## src/rtl/text_overlay_pkg.sv

```systemverilog
// Shared constants and types for the text overlay renderer and its font ROM.
package text_pkg;

  localparam logic [7:0] SPACE_CODE = 8'h20;
  localparam int unsigned GLYPH_W = 8;
  localparam int unsigned GLYPH_H = 8;

  typedef logic [7:0] char_code_t;

  typedef enum logic {
    IDLE,
    CLEAR
  } clr_state_t;

endpackage

```

## src/rtl/text_overlay_font.sv

```systemverilog
// 8x8 font ROM with a registered row output; row 0 is the top of the glyph,
// bit 7 the leftmost pixel. Codes without a glyph return an all-zero row.
module font_rom8x8
  import text_pkg::*;
(
  input  logic       clk,
  input  char_code_t code,
  input  logic [2:0] row,
  output logic [7:0] bitmap
);

  function automatic logic [63:0] glyph(input char_code_t c);
    case (c)
      8'h20: glyph = 64'h0000_0000_0000_0000;
      8'h3A: glyph = 64'h0018_1800_1818_0000;
      8'h30: glyph = 64'h3C66_6E76_6666_3C00;
      8'h31: glyph = 64'h2070_2020_2020_7000;
      8'h32: glyph = 64'h3C66_060C_3060_7E00;
      8'h33: glyph = 64'h3C66_061C_0666_3C00;
      8'h34: glyph = 64'h0C1C_3C6C_7E0C_0C00;
      8'h35: glyph = 64'h7E60_7C06_0666_3C00;
      8'h36: glyph = 64'h3C60_7C66_6666_3C00;
      8'h37: glyph = 64'h7E06_0C18_3030_3000;
      8'h38: glyph = 64'h3C66_663C_6666_3C00;
      8'h39: glyph = 64'h3C66_663E_060C_3800;
      8'h41: glyph = 64'h183C_6666_7E66_6600;
      8'h43: glyph = 64'h3C66_6060_6066_3C00;
      8'h45: glyph = 64'h7E60_607C_6060_7E00;
      8'h46: glyph = 64'h7E60_607C_6060_6000;
      8'h47: glyph = 64'h3C66_606E_6666_3C00;
      8'h4B: glyph = 64'h666C_7870_786C_6600;
      8'h4E: glyph = 64'h6676_7E7E_6E66_6600;
      8'h4F: glyph = 64'h3C66_6666_6666_3C00;
      8'h50: glyph = 64'h7C66_667C_6060_6000;
      8'h52: glyph = 64'h7C66_667C_786C_6600;
      8'h53: glyph = 64'h3C66_603C_0666_3C00;
      8'h54: glyph = 64'hFF18_1818_1818_1800;
      8'h59: glyph = 64'h6666_663C_1818_1800;
      default: glyph = '0;
    endcase
  endfunction

  logic [63:0] g;

  always_comb g = glyph(code);

  always_ff @(posedge clk) bitmap <= g[{~row, 3'b000} +: 8];

endmodule

```

## src/rtl/text_overlay.sv

```systemverilog
// Character-buffer text overlay: 3-cycle pixel pipeline, clear engine, scaling.
// Optional per-character blink attribute (code bit 7) under `TEXT_BLINK_EN.
module text_overlay
  import text_pkg::*;
#(
  parameter int unsigned COLS         = 16,
  parameter int unsigned ROWS         = 2,
  parameter int unsigned ORIGIN_X     = 0,
  parameter int unsigned ORIGIN_Y     = 0,
  parameter int unsigned SCALE_LOG2   = 1,
  parameter int unsigned COORD_W      = 10,
  parameter int unsigned BLINK_FRAMES = 30
) (
  input  logic                          clk,
  input  logic                          rst_n,
  input  logic                          wr_en,
  input  logic [$clog2(COLS*ROWS)-1:0]  wr_addr,
  input  logic [7:0]                    wr_data,
  input  logic                          clear,
  output logic                          busy,
  input  logic [COORD_W-1:0]            pix_x,
  input  logic [COORD_W-1:0]            pix_y,
  input  logic                          pix_valid,
  input  logic                          frame_tick,
  output logic                          text_on,
  output logic                          text_valid
);

  localparam int unsigned CELLS = COLS * ROWS;
  localparam int unsigned AW    = $clog2(CELLS);
  localparam int unsigned REG_W = (COLS * GLYPH_W) << SCALE_LOG2;
  localparam int unsigned REG_H = (ROWS * GLYPH_H) << SCALE_LOG2;

  // Stage 1: region test and cell/glyph addressing
  logic [COORD_W-1:0] rel_x, rel_y, col, row;
  logic               in_region;
  logic [AW-1:0]      cell_idx;
  logic [2:0]         gx, gy;

  always_comb begin
    rel_x = pix_x - COORD_W'(ORIGIN_X);
    rel_y = pix_y - COORD_W'(ORIGIN_Y);
    // origin test on the raw coordinate stops a wrapped rel_x/rel_y hitting the region
    in_region = (32'(pix_x) >= ORIGIN_X) && (32'(pix_y) >= ORIGIN_Y) &&
                (32'(rel_x) < REG_W) && (32'(rel_y) < REG_H);
    col = rel_x >> (3 + SCALE_LOG2);
    row = rel_y >> (3 + SCALE_LOG2);
    cell_idx = in_region ? AW'(32'(row) * COLS + 32'(col)) : '0;
    gx = rel_x[SCALE_LOG2 +: 3];
    gy = rel_y[SCALE_LOG2 +: 3];
  end

  logic          s1_lit, s1_valid, s2_lit, s2_valid, s3_lit, s3_valid;
  logic [AW-1:0] s1_idx;
  logic [2:0]    s1_gx, s1_gy, s2_gx, s2_gy, s3_gx;

  always_ff @(posedge clk or negedge rst_n) begin
    if (!rst_n) begin
      s1_lit   <= 1'b0;
      s1_valid <= 1'b0;
      s1_idx   <= '0;
      s1_gx    <= '0;
      s1_gy    <= '0;
      s2_lit   <= 1'b0;
      s2_valid <= 1'b0;
      s2_gx    <= '0;
      s2_gy    <= '0;
      s3_lit   <= 1'b0;
      s3_valid <= 1'b0;
      s3_gx    <= '0;
    end else begin
      s1_lit   <= in_region & pix_valid;
      s1_valid <= pix_valid;
      s1_idx   <= cell_idx;
      s1_gx    <= gx;
      s1_gy    <= gy;
      s2_lit   <= s1_lit;
      s2_valid <= s1_valid;
      s2_gx    <= s1_gx;
      s2_gy    <= s1_gy;
      s3_lit   <= s2_lit;
      s3_valid <= s2_valid;
      s3_gx    <= s2_gx;
    end
  end

  // Clear engine
  clr_state_t    state, state_nx;
  logic [AW-1:0] cnt, cnt_nx;

  always_ff @(posedge clk or negedge rst_n) begin
    if (!rst_n) begin
      state <= IDLE;
      cnt   <= '0;
    end else begin
      state <= state_nx;
      cnt   <= cnt_nx;
    end
  end

  always_comb begin
    state_nx = state;
    cnt_nx   = cnt;
    case (state)
      IDLE: begin
        if (clear) begin
          state_nx = CLEAR;
          cnt_nx   = '0;
        end
      end
      CLEAR: begin
        if (cnt == AW'(CELLS - 1)) state_nx = IDLE;
        else cnt_nx = cnt + 1'b1;
      end
      default: state_nx = IDLE;
    endcase
  end

  always_comb busy = (state == CLEAR);

  // Character buffer: one write port shared by host and clear engine, one read port
  logic          mem_we;
  logic [AW-1:0] mem_waddr;
  char_code_t    mem_wdata;
  char_code_t    mem [CELLS];
  char_code_t    rd_code;

  always_comb begin
    mem_we    = 1'b0;
    mem_waddr = '0;
    mem_wdata = SPACE_CODE;
    if (state == CLEAR) begin
      mem_we    = 1'b1;
      mem_waddr = cnt;
    end else if (wr_en && (32'(wr_addr) < CELLS)) begin
      mem_we    = 1'b1;
      mem_waddr = wr_addr;
      mem_wdata = wr_data;
    end
  end

  always_ff @(posedge clk) begin
    if (mem_we) mem[mem_waddr] <= mem_wdata;
    rd_code <= mem[s1_idx];
  end

  char_code_t rom_code;
  logic [7:0] bitmap;
  logic       s3_blank;

`ifdef TEXT_BLINK_EN
  localparam int unsigned FW = (BLINK_FRAMES > 1) ? $clog2(BLINK_FRAMES) : 1;

  logic [FW-1:0] frame_cnt;
  logic          phase;

  always_ff @(posedge clk or negedge rst_n) begin
    if (!rst_n) begin
      frame_cnt <= '0;
      phase     <= 1'b0;
      s3_blank  <= 1'b0;
    end else begin
      if (frame_tick) begin
        if (frame_cnt == FW'(BLINK_FRAMES - 1)) begin
          frame_cnt <= '0;
          phase     <= ~phase;
        end else begin
          frame_cnt <= frame_cnt + 1'b1;
        end
      end
      s3_blank <= rd_code[7] & phase;
    end
  end

  always_comb rom_code = {1'b0, rd_code[6:0]};
`else
  logic unused_frame_tick;

  always_comb begin
    unused_frame_tick = frame_tick;
    rom_code          = rd_code;
    s3_blank          = 1'b0;
  end
`endif

  font_rom8x8 u_font (
    .clk    (clk),
    .code   (rom_code),
    .row    (s2_gy),
    .bitmap (bitmap)
  );

  always_comb begin
    text_on    = s3_lit & ~s3_blank & bitmap[~s3_gx];
    text_valid = s3_valid;
  end

endmodule

```

## config.mk

```make
export PLATFORM = sky130hd
export DESIGN_NAME = text_overlay
export DESIGN_NICKNAME = d
export VERILOG_FILES = /design/src/rtl/text_overlay_pkg.sv /design/src/rtl/text_overlay_font.sv /design/src/rtl/text_overlay.sv
export SDC_FILE = /design/constraint.sdc
export NUM_CORES = 1
export LEC_CHECK = 0
export CORE_MARGIN = 2
export CORE_UTILIZATION = 40
export CTS_CLUSTER_DIAMETER = 80
export CTS_CLUSTER_SIZE = 24
export DETAILED_ROUTE_END_ITERATION = 10
export GPL_ROUTABILITY_DRIVEN = 0
export GPL_TIMING_DRIVEN = 0
export SLEW_MARGIN = 10
export SYNTH_ARGS = -nofsm -noshare
export SYNTH_HDL_FRONTEND = slang
export SYNTH_HIERARCHICAL = 1
export SYNTH_SLANG_ARGS = --single-unit
```

## constraint.sdc

```tcl
create_clock -name clk -period 2.5 [get_ports clk]
set_input_delay 0.25 -clock clk [delete_from_list [all_inputs] [get_ports clk]]
set_output_delay 0.25 -clock clk [all_outputs]
set_load 0.005 [all_outputs]
```

==> Word level (Yosys, flattened, before mapping) <==
Memories as Yosys holds them, arrays and structs flattened. A register that Yosys moved wholly into a read port is not among the register bits.
Cells that the tools add are included.
{ "word_totals": {"output_inout_bits": 3, "n_memories": 1, "elab_cells": 74, "in_bits": 39, "ff_bits": 40, "ramBits": 256} }
{ "mem_list": {"columns": ["name", "words", "word_bits", "read_ports", "rd_ports_with_merged_regs", "write_ports", "line", "source"], "rows": [
  ["mem", 32, 8, 1, 1, 1, "text_overlay.sv:125", "char_code_t mem [CELLS];"]
]} }
{ "classes": {"n_addsub": 2, "n_bitwise": 5, "n_eq_ne": 27, "reduce_logical": 2, "muxes": 18, "shifts": 1, "order_cmp": 3} }
{ "op_table": {"columns": ["op", "n"], "rows": [
  ["$pmux 64 s24", 1],
  ["$eq 8x7->1 const B", 13],
  ["$eq 8x6->1 const B", 11],
  ["$shiftx 64x7->8", 1],
  ["$mux 5", 5],
  ["$mux 8", 2],
  ["$lt 10x6->1 const B", 1],
  ["$lt 10x9->1 const B", 1],
  ["$pmux 5 s2", 1],
  ["$mux 1", 7],
  ["$not 3->3", 2],
  ["$add 5x1->5 const B", 1],
  ["$add 5x5->5", 1],
  ["$eq 5x5->1 const B", 1],
  ["$lt 3x4->1 const B", 1],
  ["$ne 2x2->1 const B", 2],
  ["$bmux 1 s3", 1],
  ["$and 1x1->1", 2],
  ["$pmux 1 s2", 1],
  ["$reduce_and 2->1", 1],
  ["$logic_and 1x1->1", 1],
  ["$not 1->1", 1]
]} }

==> Logic depth before layout (Yosys ltp) <==
Gate-level depths: netlist (run 1).
{ "logic_depth": {"word_depth": 4, "ltp_mapped": 10, "ltp_nobuf": 7} }

==> By module <==
Netlist (run 1), hierarchy kept.
{ "by_module_without_submodules": {"columns": ["module", "seq_area_each_um2", "instances", "area_per_inst_um2", "cells_per_inst"], "rows": [
  ["text_overlay", 8648.3, 1, 11347.1, 517],
  ["font_rom8x8", 140.1, 1, 1816.7, 286]
]} }

==> Worst setup path after synthesis (run 1) <==
OpenSTA, ideal clock, no wires.
{ "synth_path": {"path_type": "register -> register", "startpoint": "register s1_idx[2]", "endpoint": "register rd_code[0] (read register of mem)", "path_stages_with_launch": 6, "t_required_ns": 2.379, "arrival_time_ns": 1.989, "path_slack_ns": 0.390, "path_cell_list": "dfrtp_1 clkbuf_1 clkbuf_1 mux4_2 mux4_2 mux2_2"} }
{ "synth_lines": {"columns": ["item", "line", "source"], "rows": [
  ["start: declaration", "text_overlay.sv:54", "logic [AW-1:0] s1_idx;"],
  ["start signal: assignment", "text_overlay.sv:74", "s1_idx <= cell_idx;"],
  ["end: declaration", "text_overlay.sv:126", "char_code_t rd_code;"]
]} }

==> Worst setup path in the final report (run 1) <==
{ "layout_path": {"startpoint": "register state (netlist: busy)", "endpoint": "memory mem[19][3] (netlist bit) (enable)"} }
{ "layout_via": {"elab_chain_len": 3, "word_cells_on_any_way": 4, "classes_between": "mux (4)"} }
{ "layout_lines": {"columns": ["item", "line", "source"], "rows": [
  ["start: declaration", "text_overlay.sv:88", "clr_state_t state, state_nx;"],
  ["start signal: assignment", "text_overlay.sv:96", "state <= state_nx;"],
  ["$mux 1", "text_overlay.sv:132", "if (state == CLEAR) begin"],
  ["$mux 1", "text_overlay.sv:143", "if (mem_we) mem[mem_waddr] <= mem_wdata;"],
  ["$mux 1 (implied by the code)", "text_overlay.sv:143", null],
  ["end: declaration", "text_overlay.sv:125", null]
]} }
Parallel ways exist; a longest one is shown, timed or not.

==> out/metrics.cfg, run 1 <==
[logic_synthesis]
synth_area_per_cell_um2 = 16.4
synth_edf_count = 256
ys_ff_latch = 303
synth.yosys.seq_area_share_pct = 66.8
synth_cell_types = 74
syn_inst = 803
ys_async_sr_fraction_pct = 10.6
ys.flop_type = edfxtp_1
synthesis.nets = 844
yosys_warnings = 6
syn-cell-area_um2 = 13200

[clock_network]
cts_max_path_buffers = 3
clk_pin_slew_ns = 0.10
h-tree-depth = 1
clockRootBuffer = clkbuf_16
cts.sink_count = 303
cts_buffers = 17
cts_tree = built
insertion_delay_ns = 0.51

[setup_path]
path_cells = clkbuf_1 > clkbuf_1 > o221ai_1 > nor2_1
crit_path_top_delay_cell = nor2_1
path_class = reg2reg
arrival_ns = 2.63
cp_common_cell = clkbuf_1
worstPathRequired_ns = 2.63
crit_path_end_kind = register
cpPeakStageDelay_ns = 0.61
critPathMaxFanout = 10
cp-start-kind = register

[outcome]
status = complete, no violations

[global_route]
grt_pass1_wl_um = 45500
antenna_found_initial = 0
grt_max_degree = 33
grt_use_total_pct = 17.6
first_global_vias = 7492
overflow = 0

[run]
maxCapViolations = 0

[sta]
grt_setup_unrepaired = yes
fin_skew_ns = 0.0201
setup_violations = 0
drv_slew = 0
layout_setup_ws_ns = 0.00252
finalCritPeriodShare_pct = 99.9
tightest_slew_ns = 1.03
layout_min_cycle_time_ns = 2.50
whs_ns = 0.125
hold_viol_final = 0
max-slew-margin-rel_pct = 31.2
max_freq_mhz = 400

[place]
dp_hpwl_um = 20100
place_ws_ns = -0.401
io_buffers = 37

[detailed_routing]
vias_per_cell = 5.76
drc = 0
wl_um = 29600
num_vias = 7557
first_iter_violations = 1077
dr.pass1.iters = 6
wl_per_cell_um = 22.5
ant_nets = 0

[floorplanning]
core_area_um2 = 32500
die_w_um = 185
start_util_pct = 40.6
rows = 66
ios = 42
dieHeight_um = 185
fp.dieArea_um2 = 34400

[power_and_ir_drop]
p_leak_nw = 4.63
ir_drop_uv = 667
cellPowerDensity_nw_per_um2 = 771

[final_layout]
nets = 901
drive_gt1_share_pct = 22.0
diodes = 0
final_common_cell = edfxtp_1
mostFrequentLayoutCells = edfxtp_1 (256), mux4_2 (82), nor2_1 (45)
area_growth_pct = 11.9
post-route-util_pct = 45.4
fill_cells = 2794

[hold_path]
hp-class = in2async

## routing by layer
layer / GRT usage (%) / vias up / share of wire, %
met2: 29.2 / 328 / 48
met4: 4.35 / 0 / 2.8
met5: 0 / - / 0
met1: 24.9 / 3813 / 43
met3: 2.06 / 86 / 5.6
li1: - / 3330 / -
## cell families (layout without fill, tap and decap cells)
kind of cell	Yosys count	after routing	synth area share (%)
compound gates	113	113	5.67
fa+ha+maj	2	2	0.190
simple gates	226	226	9.70
flops	303	303	66.8
mux	94	94	15.0
xor+xnor	6	6	0.399
buf+inv	59	126	2.23
## report_power, final
| group | total, W | internal [W] | switching (W) |
|---|---|---|---|
| clock network | 0.00297 | 0.00140 | 0.00157 |
| registers | 0.00634 | 0.00614 | 0.000192 |
| logic | 0.00205 | 0.000695 | 0.00135 |
| total | 0.0114 | 0.00824 | 0.00311 |
## Yosys cell counts (all sizes together) (3+ instances only)
cell type	number	share of area, %
o32ai	4	0.27
nor4bb	5	0.38
o211ai	10	0.57
nor4b	3	0.31
dfrtp	32	6.1
a21oi	25	0.95
nor3	16	0.61
dfxtp	15	2.3
buf	33	1.5
nand2b	8	0.38
a211oi	4	0.27
nand4	10	0.48
mux4	82	14
or4	3	0.17
and2	16	0.76
nand3	20	0.99
o22ai	6	0.29
clkbuf	18	0.51
and3	4	0.19
nor3b	6	0.34
mux2	10	0.86
edfxtp	256	58
o21ai	27	1.0
a2bb2oi	3	0.20
a32oi	3	0.20
nor2	59	1.7
inv	8	0.23
nand2	37	1.1
xnor2	4	0.27
o31ai	4	0.23
a31oi	5	0.24
or3	4	0.19
nor2b	14	0.67
and3b	6	0.40
o2111ai	3	0.20
## sequential cells by signal, summed over array words and instances (netlist names), 3 cells and up
name and cells:
cnt 5, mem 256, rd_code 8, s1_gx 3, s1_gy 3, s1_idx 5, s2_gx 3, s2_gy 3
s3_gx 3, u_font/bitmap 7
## final timing paths
check | from | slack, ns | endpoint | cells after the start
max in group asynchronous | rst_n | 1.95 | s3_gx[0] | 3
min in group clk | pix_y[3] | 0.19 | s1_gy[2] | 1
hold reg to reg | s2_lit | 0.34 | s3_lit | 0
setup reg to reg | busy | 0.003 | mem[19][3] | 4
setup / recovery | busy | 0.003 | mem[19][3] | 4
hold / removal | rst_n | 0.12 | cnt[4] | 2
## critical path, delay by kind of cell (launching register included)
family          cells  cell delay, ns
simple gates        1            0.61
buf+inv             2            0.75
flops               1            0.45
compound gates      1            0.32
## area by class of cell
cell class	count	area, um^2	share of cell area, %
sequential	303	8790	59.7
multi-input combinational	441	4180	28.4
tap	442	553	3.75
clock buffer	24	452	3.07
timing repair buffer	39	395	2.68
buffer	50	269	1.83
clock inverter	5	66.3	0.450
inverter	8	30.0	0.204
## repair_timing
item,CTS,global route
setup buffers,0,0
setup endpoints to repair,91,238
hold buffers,1,0
hold endpoints to repair,32,0
resized for setup,10,25
gates cloned,0,0
## metrics by stage
step	cells	TNS, ns	power (W)	instance area, um^2
after floorplan	803	0	0.00769	13200
after global placement	1282	-12.26	0.00835	14100
after detailed placement	1283	-10.54	0.00841	14100
after CTS	1312	-2.38	0.0114	14700
after global routing	1312	-6.37	0.0118	14700
final	1312	0	0.0114	14700
(Power assumes the default switching activity.)
==> inputs of run 2 (changes only) <==
ABC_AREA = 1   (was unset)
CAP_MARGIN = 20   (was unset)
CORE_UTILIZATION = 50   (was 40)
PLACE_DENSITY = 0.67   (was unset)
==> out/metrics.cfg, run 2 <==
[sta]
max-slew-margin-rel_pct = 42.0  ; was 31.2%
layout_min_cycle_time_ns = 2.48  ; was 2.50 ns
layout_setup_ws_ns = 0.0192  ; was 0.00252 ns
tightest_slew_ns = 0.867  ; was 1.03 ns
grt_setup_unrepaired = yes  ; unchanged
max_freq_mhz = 403  ; was 400 MHz
finalCritPeriodShare_pct = 99.2  ; was 99.9%
fin_skew_ns = 0.0474  ; was 0.0201 ns
hold_viol_final = 0  ; unchanged
setup_violations = 0  ; unchanged
drv_slew = 0  ; unchanged
finalSetupTns_ns = 0  ; unchanged

[setup_path]
r2r_slack_ns = 0.02  ; was 0.003 ns
critPathMaxFanout = 8  ; was 10
cp-start-kind = register  ; unchanged
ff2ff_path_depth = 6  ; was 4
r2r-start = busy  ; unchanged
crit_path_end_kind = register  ; unchanged
worstPathRequired_ns = 2.64  ; was 2.63 ns
arrival_ns = 2.62  ; was 2.63 ns
path_class = reg2reg  ; unchanged
rr_endpoint = mem[16][4]  ; was mem[19][3]

[logic_synthesis]
ys.flop_type = edfxtp_1  ; unchanged
yosys.area.top_type_share_pct = 57.4  ; was 58.4%
syn_inst = 1379  ; was 803
ys_ff_latch = 303  ; unchanged
synth_area_leaders = edfxtp_1 (57%), nand2_1 (14%), nand3_1 (9.0%), dfrtp_1 (6.0%), nor2_1 (3.8%)  ; was edfxtp_1 (58%), mux4_2 (14%), dfrtp_1 (6.1%), dfxtp_1 (2.3%), nor2_1 (1.7%)
synth_most_common_cell = nand2_1  ; was edfxtp_1
synth_area_per_cell_um2 = 9.72  ; was 16.4 um^2
ys_async_sr_fraction_pct = 10.6  ; unchanged
syn-cell-area_um2 = 13400  ; was 13,200 um^2
synth_cell_types = 34  ; was 74
synth_commonest_cells = nand2_1 (496), edfxtp_1 (256), nand3_1 (241), nor2_1 (135), inv_1 (47)  ; was edfxtp_1 (256), mux4_2 (82), nor2_1 (58), nand2_1 (36), dfrtp_1 (32)
synth.yosys.seq_area_share_pct = 65.6  ; was 66.8%
yosys.area.top_type = edfxtp_1  ; unchanged
synthesis.nets = 1420  ; was 844
yosys_warnings = 6  ; unchanged
synth_edf_count = 256  ; unchanged

[clock_network]
clk_pin_slew_ns = 0.09  ; was 0.10 ns
cts_tree = built  ; unchanged
cts_buffers = 17  ; unchanged
cts.sink_count = 303  ; unchanged
cts_max_path_buffers = 3  ; unchanged
h-tree-depth = 1  ; unchanged
insertion_delay_ns = 0.53  ; was 0.51 ns
post_cts_buffers = 0  ; unchanged
clockRootBuffer = clkbuf_16  ; unchanged

[hold_path]
hp-start = pix_x[3]
hp-class = in2reg  ; was in2async
whs_endpoint = s1_gx[2]
min_path_cells = 1

[floorplanning]
fp.dieArea_um2 = 28100  ; was 34,400 um^2
core_area_um2 = 26200  ; was 32,500 um^2
die_w_um = 168  ; was 185 um
rows = 59  ; was 66
start_util_pct = 51.1  ; was 40.6%
ios = 42  ; unchanged
dieHeight_um = 168  ; was 185 um

[global_route]
first_global_vias = 9513  ; was 7,492
antenna_found_initial = 0  ; unchanged
overflow = 0  ; unchanged
grt_use_total_pct = 24.4  ; was 17.6%
grt_max_degree = 33  ; unchanged
grt_pass1_wl_um = 52500  ; was 45,500 um

[outcome]
status = complete, no violations  ; unchanged

[place]
dp_cells = 1753  ; was 1,283
io_buffers = 37  ; unchanged
placed_area_um2 = 14300  ; was 14,100 um^2
dp_hpwl_um = 23500  ; was 20,100 um
place_ws_ns = -0.163  ; was -0.401 ns

[final_layout]
reg_top3 = mem: 256 flops, rd_code: 8 flops, u_font/bitmap: 7 flops  ; unchanged
fill_cells = 2231  ; was 2,794
diodes = 0  ; unchanged
area_growth_pct = 10.8  ; was 11.9%
nets = 1479  ; was 901
final_common_cell = nand2_1  ; was edfxtp_1
drive_gt1_share_pct = 8.28  ; was 22.0%
largest_reg_flops = 256  ; unchanged
postLayoutCellArea_um2 = 14900  ; was 14,700 um^2
instances_no_fill = 1784  ; was 1,312
mostFrequentLayoutCells = nand2_1 (496), edfxtp_1 (256), nand3_1 (241)  ; was edfxtp_1 (256), mux4_2 (82), nor2_1 (45)
top_register = mem  ; unchanged

[detailed_routing]
drc = 0  ; unchanged
vias_per_cell = 5.62  ; was 5.76
num_vias = 10032  ; was 7,557
wl_per_cell_um = 19.0  ; was 22.5 um
first_iter_violations = 1109  ; was 1,077
dr.pass1.iters = 6  ; unchanged
ant_nets = 0  ; unchanged
wl_um = 34000  ; was 29,600 um

[power_and_ir_drop]
cellPowerDensity_nw_per_um2 = 761  ; was 771 nW/um^2
ir_drop_uv = 624  ; was 667 uV
p_leak_nw = 5.99  ; was 4.63 nW

[run]
maxCapViolations = 0  ; unchanged

==> run 2: cell types whose count changed after synthesis, sizes merged, moves of 8 or more <==
cell    change
o21ai       -9
o211ai      -9
nand3     +221
nand2     +466
inv        +50
buf        +10
a21oi      -16
nor2       +87
nand2b      -8
and2       -16
mux2       -10
mux4       -82
nor2b      -14
==> run 2: kinds of logic after synthesis <==
| logic type | Yosys count | share of synthesized area, % |
|---|---|---|
| and+or+nand+nor | 923 | 29.1 |
| DFF | 303 | 65.6 |
| buffers and inverters | 118 | 3.69 |
| AOI/OAI and AO/OA | 32 | 1.40 |
| adders and majority gates | 2 | 0.187 |
| xor gates and xnor gates | 1 | 0.0654 |
==> run 2: final cells by class <==
class	count	area, um^2	share of cell area (%)
buffer	59	274	1.84
clock inverter	4	62.6	0.421
tap	335	419	2.82
timing repair buffer	40	423	2.85
inverter	59	221	1.49
clock buffer	26	459	3.09
sequential	303	8790	59.1
multi-input combinational	958	4210	28.3
==> run 2: worst max-delay path by stage <==
stage / slack (ns) / from / to / depth (start not counted)
3_5_place_dp: -0.16 / busy / mem[0][2] / 3
4_1_cts: 0.01 / busy / mem[1][6] / 7
3_3_place_gp: -0.78 / wr_data[2] / mem[1][2] / 3
5_1_grt: -0.13 / busy / mem[16][4] / 6
2_1_floorplan: 0.66 / busy / mem[30][0] / 7
6_report: 0.02 / busy / mem[16][4] / 6
==> run 2: power breakdown <==
group / switching (W) / internal, W / total, W
clock network: 0.00161 / 0.00137 / 0.00298
logic: 0.00148 / 0.000489 / 0.00197
registers: 0.000180 / 0.00617 / 0.00635
total: 0.00327 / 0.00803 / 0.0113
==> run 2: metal layers <==
layer | wire length (um) | global-route usage [%] | vias to the layer above
met2 | 16700 | 41.8 | 439
met3 | 2250 | 2.58 | 97
met4 | 1350 | 8.66 | 0
met1 | 13700 | 32.7 | 4738
met5 | 0 | 0 | -
li1 | - | - | 4758
==> run 2: per-stage QoR <==
step                hold WS [ns]  total power, W  util (%)
finish                     0.181          0.0113      56.7
global route               0.158          0.0118      56.7
global placement           0.333         0.00828      54.2
detailed placement         0.335         0.00837      54.5
floorplan                -0.0456         0.00763         -
CTS                        0.166          0.0113      56.6
==> run 2: worst max-delay path, cell delays in order, from the launching register on <==
cell and delay [ns]:
dfrtp_1 0.47, inv_2 0.12, nand2_1 0.09, inv_1 0.08, a22oi_2 0.21, nand2_1 0.40, nor2_1 0.71
==> run 2: repair_timing <==
action | in CTS | in global routing
resized for setup | 3 | 11
hold buffers | 1 | 0
endpoints found under the setup margin | 16 | 161
hold endpoints to repair | 32 | 0
